[src/rtl/cd_rx_drain.sv]
// RX drain engine: pulls a pending RX page out of cd_csr and streams it on a valid/ready port.
// Shares the CSR port with a host master (host wins collisions) and shadows clear-on-read INT_FLAG bits.
`timescale 1ns/1ps
module cd_rx_drain (
  input  logic        clk,
  input  logic        reset_n,
  input  logic        enable,
  input  logic        rx_pending,
  input  logic [3:0]  h_address,
  input  logic        h_read,
  input  logic        h_write,
  input  logic [31:0] h_writedata,
  output logic [31:0] h_readdata,
  output logic        h_waitrequest,
  output logic [3:0]  csr_address,
  output logic        csr_read,
  output logic        csr_write,
  output logic [31:0] csr_writedata,
  input  logic [31:0] csr_readdata,
  output logic        out_valid,
  input  logic        out_ready,
  output logic [31:0] out_data,
  output logic        out_sof,
  output logic        out_eof,
  output logic [7:0]  out_len,
  output logic        busy,
  output logic [15:0] frames
);

  localparam logic [3:0] A_INT_FLAG  = 4'ha;
  localparam logic [3:0] A_RX        = 4'hb;
  localparam logic [3:0] A_RX_CTRL   = 4'hd;
  localparam logic [7:0] SHADOW_MASK = 8'hdc;

  typedef enum logic [2:0] {IDLE, RD_FLAG, RST_PTR, RD_WORD, DONE, COOL} state_t;

  state_t      state_q, state_d;
  logic [7:0]  len_q, len_d;
  logic [8:0]  cnt_q, cnt_d;
  logic        cool_q, cool_d;
  logic [7:0]  shadow_q, shadow_d;
  logic [15:0] frames_q, frames_d;
  logic        out_valid_q, out_valid_d;
  logic [31:0] out_data_q, out_data_d;
  logic        out_sof_q, out_sof_d;
  logic        out_eof_q, out_eof_d;
  logic [7:0]  out_len_q, out_len_d;

  logic        host_req, host_hold, host_gnt, host_int_rd;
  logic        eng_rd, eng_wr;
  logic [3:0]  eng_addr;
  logic [31:0] eng_wdata;
  logic [8:0]  nwords;

  assign nwords = ({1'b0, len_q} + 9'd3) >> 2;

  // RX and RX_CTRL belong to the engine from the pointer reset until the release write completes.
  assign host_req      = h_read | h_write;
  assign host_hold     = (state_q == RST_PTR || state_q == RD_WORD || state_q == DONE) &&
                         (h_address == A_RX || h_address == A_RX_CTRL);
  assign h_waitrequest = host_req & host_hold;
  assign host_gnt      = host_req & ~host_hold;
  assign host_int_rd   = host_gnt & h_read & (h_address == A_INT_FLAG);

  assign csr_address   = host_gnt ? h_address   : eng_addr;
  assign csr_read      = host_gnt ? h_read      : eng_rd;
  assign csr_write     = host_gnt ? h_write     : eng_wr;
  assign csr_writedata = host_gnt ? h_writedata : eng_wdata;
  assign h_readdata    = csr_readdata | (host_int_rd ? {24'h0, shadow_q} : 32'h0);

  always_comb begin
    state_d     = state_q;
    len_d       = len_q;
    cnt_d       = cnt_q;
    cool_d      = cool_q;
    shadow_d    = shadow_q;
    frames_d    = frames_q;
    out_valid_d = out_valid_q;
    out_data_d  = out_data_q;
    out_sof_d   = out_sof_q;
    out_eof_d   = out_eof_q;
    out_len_d   = out_len_q;
    eng_rd      = 1'b0;
    eng_wr      = 1'b0;
    eng_addr    = 4'h0;
    eng_wdata   = 32'h0;

    if (out_valid_q & out_ready) begin
      out_valid_d = 1'b0;
      out_sof_d   = 1'b0;
      out_eof_d   = 1'b0;
    end
    if (host_int_rd) shadow_d = 8'h00;

    case (state_q)
      IDLE: if (enable & rx_pending & ~out_valid_q) state_d = RD_FLAG;
      RD_FLAG: begin
        eng_rd   = 1'b1;
        eng_addr = A_INT_FLAG;
        if (!host_gnt) begin
          len_d    = csr_readdata[15:8];
          shadow_d = shadow_q | (csr_readdata[7:0] & SHADOW_MASK);
          state_d  = (csr_readdata[15:8] == 8'h00) ? DONE : RST_PTR;
        end
      end
      RST_PTR: begin
        eng_wr   = 1'b1;
        eng_addr = A_RX_CTRL;
        if (!host_gnt) begin
          cnt_d   = 9'd0;
          state_d = RD_WORD;
        end
      end
      RD_WORD: begin
        // Only fetch when the output slot is free or being emptied this cycle.
        eng_rd   = ~out_valid_q | out_ready;
        eng_addr = A_RX;
        if (eng_rd && !host_gnt) begin
          out_valid_d = 1'b1;
          out_data_d  = csr_readdata;
          out_sof_d   = (cnt_q == 9'd0);
          out_eof_d   = (cnt_q + 9'd1 == nwords);
          out_len_d   = len_q;
          cnt_d       = cnt_q + 9'd1;
          if (cnt_q + 9'd1 == nwords) state_d = DONE;
        end
      end
      DONE: begin
        eng_wr    = 1'b1;
        eng_addr  = A_RX_CTRL;
        eng_wdata = 32'h2;
        if (!host_gnt) begin
          if (len_q != 8'h00) frames_d = frames_q + 16'd1;
          cool_d  = 1'b0;
          state_d = COOL;
        end
      end
      COOL: begin
        if (cool_q) state_d = IDLE;
        else        cool_d  = 1'b1;
      end
      default: state_d = IDLE;
    endcase
  end

  always_ff @(posedge clk or negedge reset_n) begin
    if (!reset_n) begin
      state_q     <= IDLE;
      len_q       <= 8'h00;
      cnt_q       <= 9'd0;
      cool_q      <= 1'b0;
      shadow_q    <= 8'h00;
      frames_q    <= 16'h0000;
      out_valid_q <= 1'b0;
      out_data_q  <= 32'h0;
      out_sof_q   <= 1'b0;
      out_eof_q   <= 1'b0;
      out_len_q   <= 8'h00;
    end else begin
      state_q     <= state_d;
      len_q       <= len_d;
      cnt_q       <= cnt_d;
      cool_q      <= cool_d;
      shadow_q    <= shadow_d;
      frames_q    <= frames_d;
      out_valid_q <= out_valid_d;
      out_data_q  <= out_data_d;
      out_sof_q   <= out_sof_d;
      out_eof_q   <= out_eof_d;
      out_len_q   <= out_len_d;
    end
  end

  assign out_valid = out_valid_q;
  assign out_data  = out_data_q;
  assign out_sof   = out_sof_q;
  assign out_eof   = out_eof_q;
  assign out_len   = out_len_q;
  assign busy      = (state_q != IDLE);
  assign frames    = frames_q;

endmodule

[config.mk]
export PLATFORM = sky130hd
export DESIGN_NAME = cd_rx_drain
export DESIGN_NICKNAME = d
export VERILOG_FILES = /design/src/rtl/cd_rx_drain.sv
export SDC_FILE = /design/constraint.sdc
export NUM_CORES = 1
export LEC_CHECK = 0
export CORE_MARGIN = 2
export CORE_UTILIZATION = 50
export DETAILED_ROUTE_END_ITERATION = 10
export DONT_BUFFER_PORTS = 1
export HOLD_SLACK_MARGIN = 0.03
export SYNTH_ARGS = -nofsm -noshare
export SYNTH_HDL_FRONTEND = slang
export SYNTH_SLANG_ARGS = --single-unit
export TNS_END_PERCENT = 30
[constraint.sdc]
create_clock -name clk -period 3.9 [get_ports clk]
set_clock_uncertainty 0.05 [all_clocks]
set_input_delay 0.78 -clock clk [delete_from_list [all_inputs] [get_ports clk]]
set_output_delay 0.78 -clock clk [all_outputs]
set_load 0.1 [all_outputs]
==> impl_metrics.ini, run 1 <==
[setup_path]
reg2reg_depth = 7
required_ns = 3.07
cp_cell_sequence = or3b_1 -> nand2_1 -> a21oi_2 -> buf_4 -> a211oi_1 -> a21o_1 -> buf_4
critPathCaptureType = primary output
crit_fanout = 37
timing.rr.end = out_eof$_DFF_PN0_
regToRegSetupSlack_ns = 1.21
slowest_stage = dfrtp_1
crit_top_cell = buf_4
r2r_start = state_q[0]$_DFFE_PN0P_
arrival_ns = 2.60
startpoint_type = flip-flop
critPathKind = flip-flop to primary output
cpPeakStageDelay_ns = 0.55

[synth]
synth_seq_cells = 88
synth_flop_cell = dfrtp_1
synth.most_common_cell = nand2_1
synthArstFlopShare_pct = 100
synth-edff-count = 0
syn_inst = 522
synth_area_um2 = 4630
yosys_warnings = 0
synth_common_cells = nand2_1, dfrtp_1, and2_1
syn-num-nets = 600
yosysTopAreaCell = dfrtp_1
synthDistinctLibCells = 50
synth_top_area_share_pct = 47.6
yosys-top-cells-area = dfrtp_1, nand2_1, and2_1, buf_4, xnor2_1
syn_avg_cell_area_um2 = 8.86
ys_seq_area_share_pct = 47.6

[route]
drt-wirelength-per-cell_um = 16.3
ant_nets = 0
met3_length_um = 683
finalWirelength_mm = 10.7
drtIter0Drc = 174
vias = 3595
drc = 0
first_pass_iters = 4
routed-wl-met2_mm = 5.10
wl_met1_mm = 4.71
vias_per_cell = 5.47
routed.top_layer = met4

[cts]
clock_path_buffers = 2
cts_resized = 0
post_cts_buffers = 0
cts_tree = built
clk_pin_slew_ns = 0.09
worstSkewPairLatency_ns = 0.35
htreeDepth = 3
cts_buffers = 9
clkSinkCount = 88
holdBufCountCts = 0
ctsRootBufferMaster = clkbuf_8

[min_path]
hp-class = input pin to asynchronous set/reset pin

[pwr]
switching_share_pct = 61.4
power.density_nw_per_um2 = 959
pwr-share-seq_pct = 60.4
p_int_uw = 1900
p_sw_uw = 3020
combPwrFrac_pct = 26.9
total_power_uw = 4930
p_leak_uw = 0.00254
clkPwrFrac_pct = 12.7
peakVddDrop_v = 0.000660

[floorplan]
rows = 35
die-area_um2 = 10000
coreArea_um2 = 9110
num_io_pins = 206
start_util_pct = 50.8
die_x_um = 100
dieHeight_um = 100

[place]
placed_cell_area_um2 = 4940
finalWeightedCongestion = 0.817
portBuffers = 0
dpl.hpwl_mm = 7.54

[final_layout]
fin_area_um2 = 5140
fill_cells = 821
nets = 619
area_delta_synth_final_pct = 11.0
n_antenna_cell = 0
multi_input_comb_area_um2 = 2160
layout-drive-gt1-share_pct = 17.6
register_area_um2 = 2200

[grt]
grt_pass1_vias = 3504
track_usage_pct = 21.0
grt_pass1_wl_mm = 17.1
grt_overflow = 0
antenna_found_initial = 0
grt_max_degree = 89

[sta]
finalHoldViolations = 0
drv_slew = 0
post-route-min-period_ns = 3.43
max-slew-margin-rel_pct = 33.6
setup_viol_count_final = 0
max_freq_mhz = 292
worst_slew_pin_slew_ns = 0.996
min_period_over_period_pct = 87.8
fin_tns_setup_ns = 0
grt_setup_unrepaired = false

[flow_run]
cap_violations = 0

[run_status]
status = completed
cell type report:
class / instances / area share (%)
Clock buffer: 9 / 2.41
Clock inverter: 7 / 1.39
Inverter: 6 / 0.438
Multi-Input combinational cell: 380 / 42.0
Sequential cell: 88 / 42.9
Tap cell: 111 / 2.70
Timing Repair Buffer: 56 / 8.18
placed cells by master, fill, tap and decap left out, drive strengths merged, types with 4 or more instances in the layout:
cell type | synthesis | final
a21o | 10 | 10
o21ai | 19 | 19
a22o | 7 | 7
inv | 6 | 7
and3 | 7 | 7
xor2 | 9 | 9
nand3 | 13 | 13
nand2b | 4 | 4
dfrtp | 88 | 88
xnor2 | 15 | 15
mux2 | 10 | 10
nor4 | 6 | 6
nor3 | 10 | 10
and2 | 36 | 36
clkbuf | 18 | 9
a31oi | 4 | 4
a21oi | 6 | 6
or3 | 4 | 4
nor2 | 23 | 23
buf | 30 | 56
nand2 | 152 | 152
nand4 | 5 | 5
cell families (layout without fill, tap and decap cells):
logic type	Yosys count	in the layout	share of synthesized area, %
DFF	88	88	47.6
xor gates and xnor gates	24	24	4.54
muxes	12	12	2.87
and+or+nand+nor	273	273	27.4
buffers and inverters	54	78	6.49
AOI/OAI and AO/OA	68	68	10.2
adders and majority gates	3	3	0.811
per-stage QoR:
step                      setup slack (ns)  instances  util [%]  hold WS, ns
after floorplan                     -0.521        522         -        0.404
after global placement               0.859        641      54.3        0.421
after detailed placement             0.778        641      54.3        0.425
after CTS                            0.466        657      56.4       0.0438
after global routing                 0.343        657      56.4       0.0315
final                                0.474        657      56.4       0.0616
worst max-delay path: cells and delay by family, from the launching register on:
kind | cells | cell delay (ns)
AOI/OAI and AO/OA | 3 | 0.49
buffers and inverters | 2 | 0.52
DFF | 1 | 0.55
and+or+nand+nor | 2 | 0.68
per-layer routing:
layer	up-vias	global-route usage, %
li1	1756	-
met1	1711	27.5
met2	113	34.1
met3	15	5.57
met4	0	6.85
met5	-	0
power by group through the flow:
stage / logic (µW) / clock network [µW] / registers, µW
finish: 1320 / 626 / 2980
global route: 1460 / 678 / 3030
CTS: 1330 / 644 / 2980
detailed placement: 1330 / 0 / 3000
global placement: 1290 / 0 / 3000
floorplan: 1200 / 0 / 2930
registers in the layout (all words and copies together) (netlist names), 3 cells and up:
register	cells
cnt_q	9
frames	16
len_q	8
out_data	32
out_len	8
shadow_q	8
state_q	3
worst max-delay path by stage:
stage	from	endpoint	slack, ns	cells after the start
floorplan	h_address[1]	csr_address[1]	-0.52	5
global placement	h_address[1]	csr_address[2]	0.86	7
detailed placement	h_address[1]	csr_address[2]	0.78	7
CTS	state_q[0]$_DFFE_PN0P_	csr_address[2]	0.47	7
global route	state_q[0]$_DFFE_PN0P_	csr_address[2]	0.34	7
finish	state_q[0]$_DFFE_PN0P_	csr_address[2]	0.47	7
Power figures use the tool's default switching activity.
==> run 2: changes to the inputs <==
- CELL_PAD_IN_SITES_DETAIL_PLACEMENT: not set -> 1
- CELL_PAD_IN_SITES_GLOBAL_PLACEMENT: not set -> 1
- CORE_UTILIZATION: 50 -> 49
- PLACE_DENSITY_LB_ADDON: not set -> 0.1
==> impl_metrics.ini, run 2 (synthesized netlist as in run 1, its figures left out) <==
[run_status]
status = completed

[cts]
clk_pin_slew_ns = 0.09
holdBufCountCts = 0
cts_resized = 0
htreeDepth = 3
cts_tree = built
cts_buffers = 9
post_cts_buffers = 0
ctsRootBufferMaster = clkbuf_8
clkSinkCount = 88
worstSkewPairLatency_ns = 0.36
clock_path_buffers = 2

[grt]
grt_max_degree = 89
grt_pass1_vias = 3831
grt_overflow = 0
grt_pass1_wl_mm = 19.1
antenna_found_initial = 0
track_usage_pct = 23.3

[flow_run]
cap_violations = 0

[sta]
whs_ns = 0.0609
drv_slew = 0
max_freq_mhz = 298
setup_ws_ns = 0.547
post-route-min-period_ns = 3.35
min_period_over_period_pct = 86.0
worst_slew_pin_slew_ns = 0.995
max-slew-margin-rel_pct = 33.7
finalHoldViolations = 0
grt_setup_unrepaired = false
setup_viol_count_final = 0

[final_layout]
layout_common_cells = nand2_1, dfrtp_1, buf_4, and2_1, nor2_1
largest_register_ffs = 32
nets = 622
n_antenna_cell = 0
layout-drive-gt1-share_pct = 17.9
final_common_cell = nand2_1
fin_util_pct = 56.1
register_area_um2 = 2200
final_cells = 660
multi_input_comb_area_um2 = 2160
fill_cells = 1108
area_delta_synth_final_pct = 11.4

[route]
wl_met1_mm = 5.20
drc = 0
finalWirelength_mm = 12.0
routed-wl-met2_mm = 6.04
vias_per_cell = 5.61
drtIter0Drc = 102
drt-wirelength-per-cell_um = 18.2
vias = 3700
met3_length_um = 590
first_pass_iters = 4
ant_nets = 0
routed.top_layer = met4

[setup_path]
required_ns = 3.07
cpPeakStageDelay_ns = 0.56
critPathCaptureType = primary output
crit_fanout = 42
startpoint_type = flip-flop
critPathKind = flip-flop to primary output
slowest_stage = dfrtp_1
cp_cell_sequence = or3b_1 -> nand2_1 -> a21oi_2 -> buf_4 -> or2_2 -> nand2_1 -> buf_4
arrival_ns = 2.52

[floorplan]
coreArea_um2 = 9200
dieHeight_um = 101
die_x_um = 101
die-area_um2 = 10200
rows = 35
start_util_pct = 50.3
num_io_pins = 206

[min_path]
hp-class = input pin to asynchronous set/reset pin

[place]
portBuffers = 0
dpl.hpwl_mm = 8.82
dp_cells = 643
finalWeightedCongestion = 0.791
place_ws_ns = 0.800

[pwr]
power.density_nw_per_um2 = 957
p_leak_uw = 0.00256
total_power_uw = 4930
peakVddDrop_v = 0.000536
## run 2: changes by cell type in the layout (fill, tap and decap cells not counted), sizes merged
cell      delta
buf          +3
inv          +3
clkinv       -1
clkbuf       +1
bufinv       -1
clkinvlp     -2
## run 2: metrics by stage
| step | TNS, ns | instance area, µm² |
|---|---|---|
| 2_1_floorplan | -1.04 | 4630 |
| 3_3_place_gp | 0 | 4960 |
| 3_5_place_dp | 0 | 4960 |
| 4_1_cts | 0 | 5130 |
| 5_1_grt | 0 | 5150 |
| 6_report | 0 | 5150 |
## run 2: worst max-delay path, delay by kind of cell, from the launching register on
| family | cells | cell delay, ns |
|---|---|---|
| buf+inv | 2 | 0.52 |
| compound gates | 1 | 0.06 |
| flops | 1 | 0.56 |
| simple gates | 4 | 1.01 |
## run 2: layout make-up
type | instances | area share (%)
flip-flops and latches | 88 | 42.7
multi-input cells | 380 | 41.9
repair buffers | 59 | 8.83
well taps | 111 | 2.69
clock buffers | 10 | 2.48
clock inverters | 6 | 0.971
inverters | 6 | 0.437
## run 2: power breakdown
part	leakage [µW]	switching, µW	internal (µW)
sequential	0.00112	1810	1170
combinational	0.00135	915	437
clock	0.0000896	352	242
## run 2: worst paths after layout
kind | depth (start not counted) | to | start | slack (ns)
setup / recovery | 7 | csr_read | state_q[2]$_DFFE_PN0P_ | 0.55
hold / removal | 0 | out_data[1]$_DFFE_PN0P_ | reset_n | 0.06
setup reg to reg | 8 | out_eof$_DFF_PN0_ | state_q[2]$_DFFE_PN0P_ | 1.07
hold reg to reg | 1 | shadow_q[5]$_DFFE_PN0N_ | shadow_q[5]$_DFFE_PN0N_ | 0.46
max in group asynchronous | 1 | len_q[5]$_DFFE_PN0P_ | reset_n | 3.45
min in group clk | 1 | shadow_q[5]$_DFFE_PN0N_ | shadow_q[5]$_DFFE_PN0N_ | 0.46
## run 2: layer usage
| layer | global-route usage [%] | vias to the layer above |
|---|---|---|
| met5 | 0 | - |
| met2 | 38.6 | 92 |
| met1 | 30.7 | 1828 |
| met3 | 4.62 | 18 |
| met4 | 8.32 | 0 |
| li1 | - | 1762 |
==> run 3: changes to the inputs <==
- RECOVER_POWER: not set -> 100
- clock period: 3.9 -> 4.05 ns (I/O delays scaled with it)
==> impl_metrics.ini, run 3 (synthesized netlist as in run 1, its figures left out) <==
[run_status]
status = completed

[pwr]
clkPwrFrac_pct = 11.8
combPwrFrac_pct = 26.6
p_int_uw = 1730
p_leak_uw = 0.00242
switching_share_pct = 63.0
power.density_nw_per_um2 = 953
peakVddDrop_v = 0.000596
p_sw_uw = 2940
pwr-share-seq_pct = 61.6

[floorplan]
start_util_pct = 50.3
coreArea_um2 = 9200
rows = 35
die-area_um2 = 10200
num_io_pins = 206
dieHeight_um = 101
die_x_um = 101

[flow_run]
cap_violations = 0

[setup_path]
required_ns = 3.19
critPathCaptureType = primary output
crit_fanout = 17
critPathKind = flip-flop to primary output
startpoint_type = flip-flop
reg2reg_depth = 8
arrival_ns = 2.81
regToRegSetupSlack_ns = 0.62

[grt]
grt_pass1_wl_mm = 18.8
grt_overflow = 0
grt_pass1_vias = 3702
grt_max_degree = 89
antenna_found_initial = 0
track_usage_pct = 23.2

[cts]
htreeDepth = 3
clk_pin_slew_ns = 0.09
worstSkewPairLatency_ns = 0.36
clkSinkCount = 88
cts_resized = 0
holdBufCountCts = 0
post_cts_buffers = 0
clock_path_buffers = 2
cts_buffers = 9
ctsRootBufferMaster = clkbuf_8
cts_tree = built

[sta]
post-route-min-period_ns = 3.67
worst_slew_pin_slew_ns = 1.37
grt_setup_unrepaired = false
min_period_over_period_pct = 90.6
max-slew-margin-rel_pct = 8.81
fin_tns_setup_ns = 0
finalHoldViolations = 0
max_freq_mhz = 272
setup_viol_count_final = 0
setup_ws_ns = 0.380
drv_slew = 0

[final_layout]
final_cells = 648
layout-drive-gt1-share_pct = 14.0
layout_common_cells = nand2_1, dfrtp_1, clkbuf_2, and2_1, nor2_1
n_antenna_cell = 0
final_common_cell = nand2_1
largest_register_ffs = 32
nets = 610
fin_area_um2 = 4900
area_delta_synth_final_pct = 5.95

[route]
first_pass_iters = 4
drc = 0
finalWirelength_mm = 11.9
drt-wirelength-per-cell_um = 18.4
drtIter0Drc = 139
vias_per_cell = 5.67
ant_nets = 0
vias = 3673

[min_path]
hp-class = input pin to asynchronous set/reset pin

[place]
portBuffers = 0
dpl.hpwl_mm = 8.60
dp_cells = 632
placed_cell_area_um2 = 4870
finalWeightedCongestion = 0.795
place_ws_ns = 0.923
run 3: cell types whose count changed in the layout (fill, tap and decap cells not counted), moves of 2 or more:
| cell | delta |
|---|---|
| buf_4 | -55 |
| inv_6 | -2 |
| clkbuf_2 | +37 |
| clkinvlp_4 | +2 |
| clkbuf_1 | +7 |
run 3: final timing paths:
kind,startpoint,endpoint
setup / recovery,state_q[0]$_DFFE_PN0P_,csr_address[3]
hold / removal,reset_n,out_data[31]$_DFFE_PN0P_
setup reg to reg,state_q[0]$_DFFE_PN0P_,out_data[14]$_DFFE_PN0P_
hold reg to reg,shadow_q[5]$_DFFE_PN0N_,shadow_q[5]$_DFFE_PN0N_
max in group asynchronous,reset_n,state_q[2]$_DFFE_PN0P_
min in group clk,shadow_q[5]$_DFFE_PN0N_,shadow_q[5]$_DFFE_PN0N_
run 3: worst max-delay path, stage by stage (launching register included):
cell and delay (ns):
dfrtp_1 0.65, or3_1 0.18, clkbuf_1 0.94, a31o_2 0.68
run 3: power groups by stage:
stage	combinational, µW	sequential (µW)	clock [µW]
6_report	1240	2880	551
5_1_grt	1370	2930	602
4_1_cts	1300	2880	568
3_5_place_dp	1290	2900	0
3_3_place_gp	1240	2890	0
2_1_floorplan	1150	2820	0
run 3: cell type report:
type,count,area (µm²)
clock inverters,6,45.0
multi-input cells,380,2130
repair buffers,47,234
well taps,111,139
flip-flops and latches,88,2200
inverters,6,22.5
fillers,1102,4290
clock buffers,10,128
run 3: metrics by stage:
step	util, %	hold slack (ns)	total power, µW
floorplan	-	0.404	3970
global placement	53.0	0.421	4130
detailed placement	53.0	0.439	4190
CTS	54.9	0.0621	4750
global route	53.3	0.0502	4910
finish	53.3	0.0799	4670
run 3: per-layer routing:
| metal | global-route usage [%] | routed length, µm | vias up |
|---|---|---|---|
| li1 | - | - | 1735 |
| met3 | 4.97 | 663 | 14 |
| met4 | 7.80 | 166 | 0 |
| met5 | 0 | 0 | - |
| met2 | 38.2 | 5960 | 96 |
| met1 | 30.5 | 5140 | 1828 |
